--- src/rtl/fetch_pkg.sv ---
// ----------------------------------------------------------------------------
// fetch_pkg : shared types and constants for the instruction-fetch stage
// Rev 1.0
// ----------------------------------------------------------------------------
`default_nettype none

`ifndef ENDIAN_SWP_32
`define ENDIAN_SWP_32(x) {x[7:0], x[15:8], x[23:16], x[31:24]}
`endif

package fetch_pkg;

  typedef enum logic [0:0] {
    FETCH_RUN   = 1'b0,
    FETCH_DRAIN = 1'b1
  } fetch_state_e;

  localparam logic [31:0] INSTR_BYTES = 32'd4;

  typedef struct packed {
    logic [31:0] instr;
    logic [31:0] pc;
  } fetch_entry_t;

endpackage

`default_nettype wire

--- src/rtl/sync_fifo.sv ---
// ----------------------------------------------------------------------------
// sync_fifo : single-clock FIFO with flush; registered storage, head read out
// Rev 1.0
// ----------------------------------------------------------------------------
`default_nettype none

module sync_fifo #(
  parameter int unsigned WIDTH = 32,
  parameter int unsigned DEPTH = 2
) (
  input  logic                       i_clk,
  input  logic                       i_rst,
  input  logic                       i_push,
  input  logic                       i_pop,
  input  logic                       i_flush,
  input  logic [WIDTH-1:0]           i_data,
  output logic [WIDTH-1:0]           o_data,
  output logic                       o_full,
  output logic                       o_empty,
  output logic [$clog2(DEPTH):0]     o_count
);

  localparam int unsigned AW = $clog2(DEPTH);

  logic [WIDTH-1:0] mem_q [DEPTH];
  logic [AW-1:0]    wr_ptr_q;
  logic [AW-1:0]    rd_ptr_q;
  logic [AW:0]      count_q;
  logic             do_push;
  logic             do_pop;

  assign o_count = count_q;
  assign o_empty = (count_q == '0);
  assign o_full  = (count_q == (AW+1)'(DEPTH));
  assign o_data  = mem_q[rd_ptr_q];

  // A pop frees the slot the simultaneous push needs, so push-on-full is legal then.
  assign do_pop  = i_pop && !o_empty;
  assign do_push = i_push && (!o_full || do_pop);

  always_ff @(posedge i_clk) begin
    if (i_rst) begin
      wr_ptr_q <= '0;
      rd_ptr_q <= '0;
      count_q  <= '0;
      for (int i = 0; i < int'(DEPTH); i++) begin
        mem_q[i] <= '0;
      end
    end else if (i_flush) begin
      wr_ptr_q <= '0;
      rd_ptr_q <= '0;
      count_q  <= '0;
    end else begin
      if (do_push) begin
        mem_q[wr_ptr_q] <= i_data;
        wr_ptr_q        <= wr_ptr_q + 1'b1;
      end
      if (do_pop) begin
        rd_ptr_q <= rd_ptr_q + 1'b1;
      end
      count_q <= count_q + (AW+1)'(do_push) - (AW+1)'(do_pop);
    end
  end

endmodule

`default_nettype wire

--- src/rtl/fetch_unit.sv ---
// ----------------------------------------------------------------------------
// fetch_unit : PC owner, credit-limited imem requester and decode-side FIFO
// Rev 1.0
// ----------------------------------------------------------------------------
`default_nettype none

module fetch_unit
  import fetch_pkg::*;
#(
  parameter logic [31:0] RESET_PC       = 32'h0000_0000,
  parameter int unsigned DEPTH          = 2,
  parameter bit          MEM_BIG_ENDIAN = 1'b1
) (
  input  logic        i_clk,
  input  logic        i_rst,
  output logic        o_imem_req,
  output logic [31:0] o_imem_addr,
  input  logic        i_imem_gnt,
  input  logic        i_imem_rvalid,
  input  logic [31:0] i_imem_rdata,
  input  logic        i_redirect,
  input  logic [31:0] i_redirect_pc,
  output logic        o_valid,
  input  logic        i_ready,
  output logic [31:0] o_instr,
  output logic [31:0] o_pc
);

  localparam int unsigned CW = $clog2(DEPTH) + 1;

  fetch_state_e  state_q, state_d;
  logic [31:0]   pc_q, pc_d;
  logic [CW-1:0] discard_q, discard_d;

  logic [CW-1:0] tag_count, fifo_count;
  logic [CW:0]   credit_used;
  logic [31:0]   tag_pc, rdata_le;
  logic          tag_full, tag_empty, fifo_full, fifo_empty;
  logic          issue, accept, flush, pop, resp_tracked;
  fetch_entry_t  push_entry, head_entry;

  generate
    if (MEM_BIG_ENDIAN) begin : g_swap
      assign rdata_le = `ENDIAN_SWP_32(i_imem_rdata);
    end else begin : g_noswap
      assign rdata_le = i_imem_rdata;
    end
  endgenerate

  // Tag queue occupancy doubles as the count of live outstanding requests.
  assign credit_used  = {1'b0, tag_count} + {1'b0, fifo_count};
  assign o_imem_req   = !i_rst && (state_q == FETCH_RUN) && !i_redirect &&
                        (credit_used < (CW+1)'(DEPTH));
  assign o_imem_addr  = pc_q;
  assign issue        = o_imem_req && i_imem_gnt;
  assign resp_tracked = i_imem_rvalid && !tag_empty;
  assign accept       = resp_tracked && (state_q == FETCH_RUN) && !i_redirect;
  assign flush        = i_redirect && (state_q == FETCH_RUN);
  assign pop          = o_valid && i_ready;
  assign push_entry   = '{instr: rdata_le, pc: tag_pc};

  always_comb begin
    state_d   = state_q;
    pc_d      = pc_q;
    discard_d = discard_q;
    case (state_q)
      FETCH_RUN: begin
        if (i_redirect) begin
          pc_d      = i_redirect_pc & 32'hFFFF_FFFC;
          discard_d = tag_count - {{(CW-1){1'b0}}, resp_tracked};
          if (discard_d != '0) begin
            state_d = FETCH_DRAIN;
          end
        end else if (issue) begin
          pc_d = pc_q + INSTR_BYTES;
        end
      end
      FETCH_DRAIN: begin
        if (i_redirect) begin
          pc_d = i_redirect_pc & 32'hFFFF_FFFC;
        end
        if (i_imem_rvalid) begin
          discard_d = discard_q - 1'b1;
          if (discard_d == '0) begin
            state_d = FETCH_RUN;
          end
        end
      end
      default: begin
        state_d = FETCH_RUN;
      end
    endcase
  end

  always_ff @(posedge i_clk) begin
    if (i_rst) begin
      state_q   <= FETCH_RUN;
      pc_q      <= RESET_PC;
      discard_q <= '0;
    end else begin
      state_q   <= state_d;
      pc_q      <= pc_d;
      discard_q <= discard_d;
    end
  end

  sync_fifo #(.WIDTH(32), .DEPTH(DEPTH)) u_tag_q (
    .i_clk   (i_clk),
    .i_rst   (i_rst),
    .i_push  (issue),
    .i_pop   (accept),
    .i_flush (flush),
    .i_data  (pc_q),
    .o_data  (tag_pc),
    .o_full  (tag_full),
    .o_empty (tag_empty),
    .o_count (tag_count)
  );

  sync_fifo #(.WIDTH($bits(fetch_entry_t)), .DEPTH(DEPTH)) u_instr_q (
    .i_clk   (i_clk),
    .i_rst   (i_rst),
    .i_push  (accept),
    .i_pop   (pop),
    .i_flush (flush),
    .i_data  (push_entry),
    .o_data  (head_entry),
    .o_full  (fifo_full),
    .o_empty (fifo_empty),
    .o_count (fifo_count)
  );

  assign o_valid = !fifo_empty;
  assign o_instr = head_entry.instr;
  assign o_pc    = head_entry.pc;

`ifndef SYNTHESIS
  a_no_fifo_overflow: assert property (@(posedge i_clk) disable iff (i_rst)
    !(accept && fifo_full && !pop));
  a_no_tag_overflow: assert property (@(posedge i_clk) disable iff (i_rst)
    !(issue && tag_full && !accept));
`endif

endmodule

`default_nettype wire

--- config.mk ---
export PLATFORM = sky130hd
export DESIGN_NAME = fetch_unit
export DESIGN_NICKNAME = d
export VERILOG_FILES = /design/src/rtl/fetch_pkg.sv /design/src/rtl/sync_fifo.sv /design/src/rtl/fetch_unit.sv
export SDC_FILE = /design/constraint.sdc
export NUM_CORES = 1
export LEC_CHECK = 0
export ABC_AREA = 1
export ABC_CLOCK_PERIOD_IN_PS = 5930
export CORE_MARGIN = 2
export CORE_UTILIZATION = 59
export CTS_BUF_LIST = sky130_fd_sc_hd__clkbuf_8 sky130_fd_sc_hd__clkbuf_16
export DETAILED_ROUTE_END_ITERATION = 12
export GPL_ROUTABILITY_DRIVEN = 0
export PLACE_DENSITY_LB_ADDON = 0.25
export SYNTH_ARGS = -nofsm -noshare
export SYNTH_HDL_FRONTEND = slang
export SYNTH_HIERARCHICAL = 1
export SYNTH_SLANG_ARGS = --single-unit
--- constraint.sdc ---
create_clock -name i_clk -period 5.93 [get_ports i_clk]
set_input_delay 0.8895 -clock i_clk [delete_from_list [all_inputs] [get_ports i_clk]]
set_output_delay 0.8895 -clock i_clk [all_outputs]
set_load 0.1 [all_outputs]
### Word-level counts from Yosys, hierarchy flattened

Memory sizes are Yosys's and may differ from the RTL's. A register that Yosys moved wholly into a read port is not among the register bits.
Cells that the tools add are included.

| word-level totals | value |
|---|---|
| bits in registers | 43 |
| bits in latches | 0 |
| RAM bits | 192 |
| bits in read-only memories | 0 |
| bits of input ports | 70 |
| output and inout bits | 98 |
| logic and storage cells | 93 |
| memories kept | 2 |

Memory list:

| name | depth | bits a word | read ports | clocked after memory_dff | wr ports | line | RTL |
|---|---|---|---|---|---|---|---|
| u_instr_q.mem_q | 2 | 64 | 1 | 1 | 2 | sync_fifo.sv:25 | `logic [WIDTH-1:0] mem_q [DEPTH];` |
| u_tag_q.mem_q | 2 | 32 | 1 | 1 | 2 | sync_fifo.sv:25 |  |

| operators by class | value |
|---|---|
| $add $sub $neg | 12 |
| multipliers | 0 |
| div/mod/pow operators | 0 |
| order comparisons | 1 |
| equality and inequality tests | 6 |
| shift-type cells | 0 |
| muxes and demuxes | 32 |
| bitwise logic cells | 1 |
| reductions and logical operators | 30 |

Operators by type and width:

| operator | number |
|---|---|
| 2-to-1 mux 32 bit | 4 |
| 2-to-1 mux 64 bit | 1 |
| one-hot mux 32 bit (2 select lines) | 1 |
| OR reduction 64 bit | 1 |
| adder 32 x 3 -> 32 bit, second input constant | 1 |
| OR reduction 32 bit | 1 |
| 2-to-1 mux 1 bit | 22 |
| logical AND 1 bit | 13 |
| zero test 1 bit | 6 |
| zero test 2 bit | 3 |
| != test 2 bit, second input constant | 3 |
| subtractor 2 x 1 -> 2 bit | 3 |
| adder 1 bit, second input constant | 4 |
| adder 2 x 1 -> 2 bit | 2 |
| equality test 2 bit, second input constant | 2 |
| 2-to-1 mux 2 bit | 2 |
| one-hot mux 2 bit (2 select lines) | 1 |
| AND reduction 2 bit | 2 |
| adder 2 x 2 -> 3 bit | 1 |
| < comparator 3 x 2 -> 1 bit, second input constant | 1 |
| != test 3 x 2 -> 1 bit, second input constant | 1 |
| logical OR 1 bit | 2 |
| one-hot mux 1 bit (2 select lines) | 1 |
| nonzero test 2 bit | 1 |
| 3 further kinds | 3 |

### Longest topological paths before layout

| depth | value |
|---|---|
| depth after elaboration | 14 |
| gate-level depth with buffers | 19 |
| depth with buffers taken out | 19 |

### Cells and area by module

The synthesis kept the hierarchy.

By module, submodules not included:

| module | times used | cells each | area an instance (µm²) | sequential area each (µm²) |
|---|---|---|---|---|
| sync_fifo at u_instr_q | 1 | 451 | 5739.3 | 3943.8 |
| sync_fifo at u_tag_q | 1 | 244 | 3121.7 | 2021.9 |
| fetch_unit | 1 | 434 | 2431.1 | 660.6 |

### Worst setup path before layout

No wires, ideal clock.

| path | value |
|---|---|
| path type | input port to flip-flop |
| start | input port i_redirect |
| end | memory u_instr_q/mem_q[1][0] (netlist bit) (enable) |
| library setup time | 424 ps |
| data arrival time | 3485 ps |
| required time | 5506 ps |
| path slack | 2022 ps |
| stages on the path | 8 |
| buffers on the path | 3 |
| cell sequence | nor2_4 inv_2 clkbuf_1 nor3_1 nand4_1 buf_4 buf_4 nand2_1 |

RTL lines:

| what | line | RTL |
|---|---|---|
| start, declared | fetch_unit.sv:21 | `input logic i_redirect,` |
| end, declared | sync_fifo.sv:25 |  |

### Worst setup path after layout

| path | value |
|---|---|
| start | input port i_redirect |
| end | output port o_imem_req |

| between the ends | value |
|---|---|
| longest elaborated chain between the ends | 3 |

RTL lines:

| what | line | RTL |
|---|---|---|
| zero test 1 bit | fetch_unit.sv:52 | `assign o_imem_req = !i_rst && (state_q == FETCH_RUN) && !i_redirect &&` |
| logical AND 1 bit (2 in series) | fetch_unit.sv:52 |  |
| end, declared | fetch_unit.sv:16 | `output logic o_imem_req,` |

Every way passes these cells.

==> flow_summary.json <==
{
  "cts_buffers": 24,
  "drc": 0,
  "ir_drop_v": 0.0002070,
  "gr-usage-all-layers_pct": 22.98,
  "synth_fa_ha_area_share_pct": 0.7313,
  "max-slew-margin-rel_pct": 29.20,
  "synth_top_family_by_area": "simple AND/OR/NAND/NOR gates",
  "critPathLaunchType": "input pin",
  "synth_top_area_share_pct": 51.06,
  "final_cells": 1535,
  "postCtsHoldBufs": 0,
  "synth_area_leader_cell": "edfxtp_1",
  "crit_fanout": 41,
  "cp_cell_sequence": "clkdlybuf4s50_1 -> nor2_4 -> buf_4 -> inv_2 -> nor2_4 -> clkdlybuf4s50_1",
  "drt_iter0_markers": 693,
  "cts_sinks": 235,
  "synth-xor-area-share_pct": 0.1551,
  "core_area_um2": 18770,
  "area_growth_pct": 21.81,
  "synth.avg_cell_area_um2": 10.00,
  "worstSetupEndpointType": "output port",
  "antenna_left": 0,
  "synth_mux_area_share_pct": 9.662,
  "layout-drive-gt1-share_pct": 14.76,
  "clk_pin_slew_ns": 0.06,
  "cts-resized-gates": 0,
  "grt_antenna_before_repair": 0,
  "synth_cells": 1129,
  "clock_skew_ns": 0.01157,
  "crit_path_top_delay_cell": "clkdlybuf4s50_1",
  "fillers": 1306,
  "place_inst": 1492,
  "die_w_um": 142.3,
  "rsz0062_at_grt": "no",
  "dieArea_um2": 20260,
  "die_y_um": 142.3,
  "ctsHtreeMaxLevel": 1,
  "seq_area_frac_synth_pct": 58.68,
  "synth-simple-area-share_pct": 19.22,
  "max_freq_mhz": 227.5,
  "synth_compound_area_share_pct": 3.435,
  "finalSetupViolCount": 0,
  "cp.required_ns": 5.04,
  "post-cts-setup-buffers": 0,
  "dp_hpwl_um": 15190,
  "post-route-period-util_pct": 74.13,
  "num_io_pins": 168,
  "grt_pass1_vias": 7737,
  "slew_viol_final": 0,
  "clockRootBuffer": "clkbuf_16",
  "cts_tree": "done",
  "worstPathArrival_ns": 3.51,
  "p_per_area_nw_per_um2": 281.9,
  "path_class": "in2out",
  "clk_latency_ns": 0.51,
  "fin_crit_ns": 4.396,
  "outcome": "finished, final reports clean",
  "num_rows": 50,
  "vias": 8053,
  "synth_area_leaders": "edfxtp_1 51%, mux2_2 9.4%, nor2_1 8.4%, dfxtp_1 7.6%, nand2_1 5.6%",
  "initial_utilization_pct": 60.17,
  "antennaDiodeCount": 0,
  "firstDrtPassIters": 5,
  "synth-seq-cells": 235,
  "leakage_uw": 0.005269,
  "yosys_warnings": 6,
  "wl_um": 23640,
  "hold_viol": 0,
  "finalHoldWorstSlack_ns": 0.4966,
  "ys_types": 41,
  "grt_pass1_wl_um": 37200,
  "grt_max_degree": 66,
  "hp-class": "reg2reg",
  "worstMarginPinSlew_ns": 1.059,
  "portBuffers": 163,
  "max_stage_delay_ns": 1.14,
  "postLayoutCoreUtil_pct": 73.29,
  "detail_route.wl_per_cell_um": 15.40,
  "final_nets": 1360,
  "fin_tns_setup_ns": 0,
  "grt_overflow_total": 0,
  "via_per_inst": 5.246,
  "synth.cell_area_um2": 11290,
  "power_uw": 3877,
  "drv_cap": 0,
  "clk_path_buf_depth": 3
}
layer usage:
layer	share of wire, %	track usage (%)	vias to the layer above
met5	0	0	-
met4	2.2	7.452	0
met3	7.1	3.062	38
met2	47	38.62	324
met1	43	31.29	3735
li1	-	-	3956
path summary, 6_finish.rpt:
path              slack (ns)               start  cells past startpoint                    to
hold reg to reg         0.50  u_instr_q/wr_ptr_q                      2    u_instr_q/wr_ptr_q
setup reg to reg        2.47             state_q                      9  u_tag_q/mem_q[0][31]
setup / recovery        1.53          i_redirect                      6            o_imem_req
hold / removal          0.50  u_instr_q/wr_ptr_q                      2    u_instr_q/wr_ptr_q
placed cells by master, fill, tap and decap left out, drive strengths merged, types with 4 or more instances in the layout:
master and instances:
nor2 290, edfxtp 192, nand2 173, clkdlybuf4s50 163, inv 162, mux2 96, dfxtp 43, nand3 36
a21oi 34, o21ai 32, clkbuf 26, buf 11, clkinv 9, ha 5, conb 4, nand4 4
logic make-up (layout without fill, tap and decap cells):
| logic type | count (synthesis) | count (layout) |
|---|---|---|
| simple gates | 510 | 510 |
| xor+xnor | 2 | 2 |
| fa+ha+maj | 6 | 6 |
| compound gates | 74 | 74 |
| other cells | 1 | 4 |
| flops | 235 | 235 |
| buf+inv | 204 | 373 |
| mux | 97 | 97 |
where the power goes:
group	leakage, uW	total, uW	switching, uW	internal, uW
registers	0.00234	1890	46.4	1840
clock network	0.000399	1450	592	858
logic	0.00253	537	388	149
total	0.00527	3880	1030	2850
registers in the layout, indices dropped and copies added, names as in the netlist, named ones only:
name,flops
u_tag_q/mem_q,64
u_tag_q/rd_ptr_q,1
u_tag_q/wr_ptr_q,1
u_instr_q/o_count,2
o_imem_addr,30
u_instr_q/rd_ptr_q,1
state_q,1
u_tag_q/o_count,2
u_instr_q/wr_ptr_q,1
discard_q,2
u_instr_q/mem_q,128
cell usage after synthesis, drive strengths merged:
library cell / count
a31oi: 2
inv: 156
xnor2: 1
xor2: 1
a21oi: 34
mux2i: 1
nor3: 2
nand2: 173
buf: 39
clkbuf: 9
nand3b: 1
nand3: 36
o31ai: 1
mux2: 96
o21a: 1
or2: 3
o21ai: 32
nor3b: 1
a211oi: 1
a21o: 1
conb: 1
ha: 5
fa: 1
nor2: 290
edfxtp: 192
dfxtp: 43
nand4: 4
o211ai: 2
through the flow:
step	worst slack (ns)	instance area [um^2]
final	1.534	13750
after global routing	1.400	13750
after CTS	1.535	13750
after detailed placement	1.453	12990
after global placement	1.486	12990
after floorplan	2.022	11300
layout make-up:
type	count	area [um^2]	share of cell area, %
multi-input combinational	693	3770	27.41
clock buffer	26	639.4	4.648
clock inverter	17	125.1	0.9097
inverter	156	585.6	4.257
timing repair buffer	174	1714	12.46
sequential	235	6628	48.19
tap	234	292.8	2.129
critical path, delay by kind of cell:
kind,cells,cell delay (ns)
buffers and inverters,4,2.30
and+or+nand+nor,2,0.31
No activity file was read; power rests on OpenSTA's default activity.
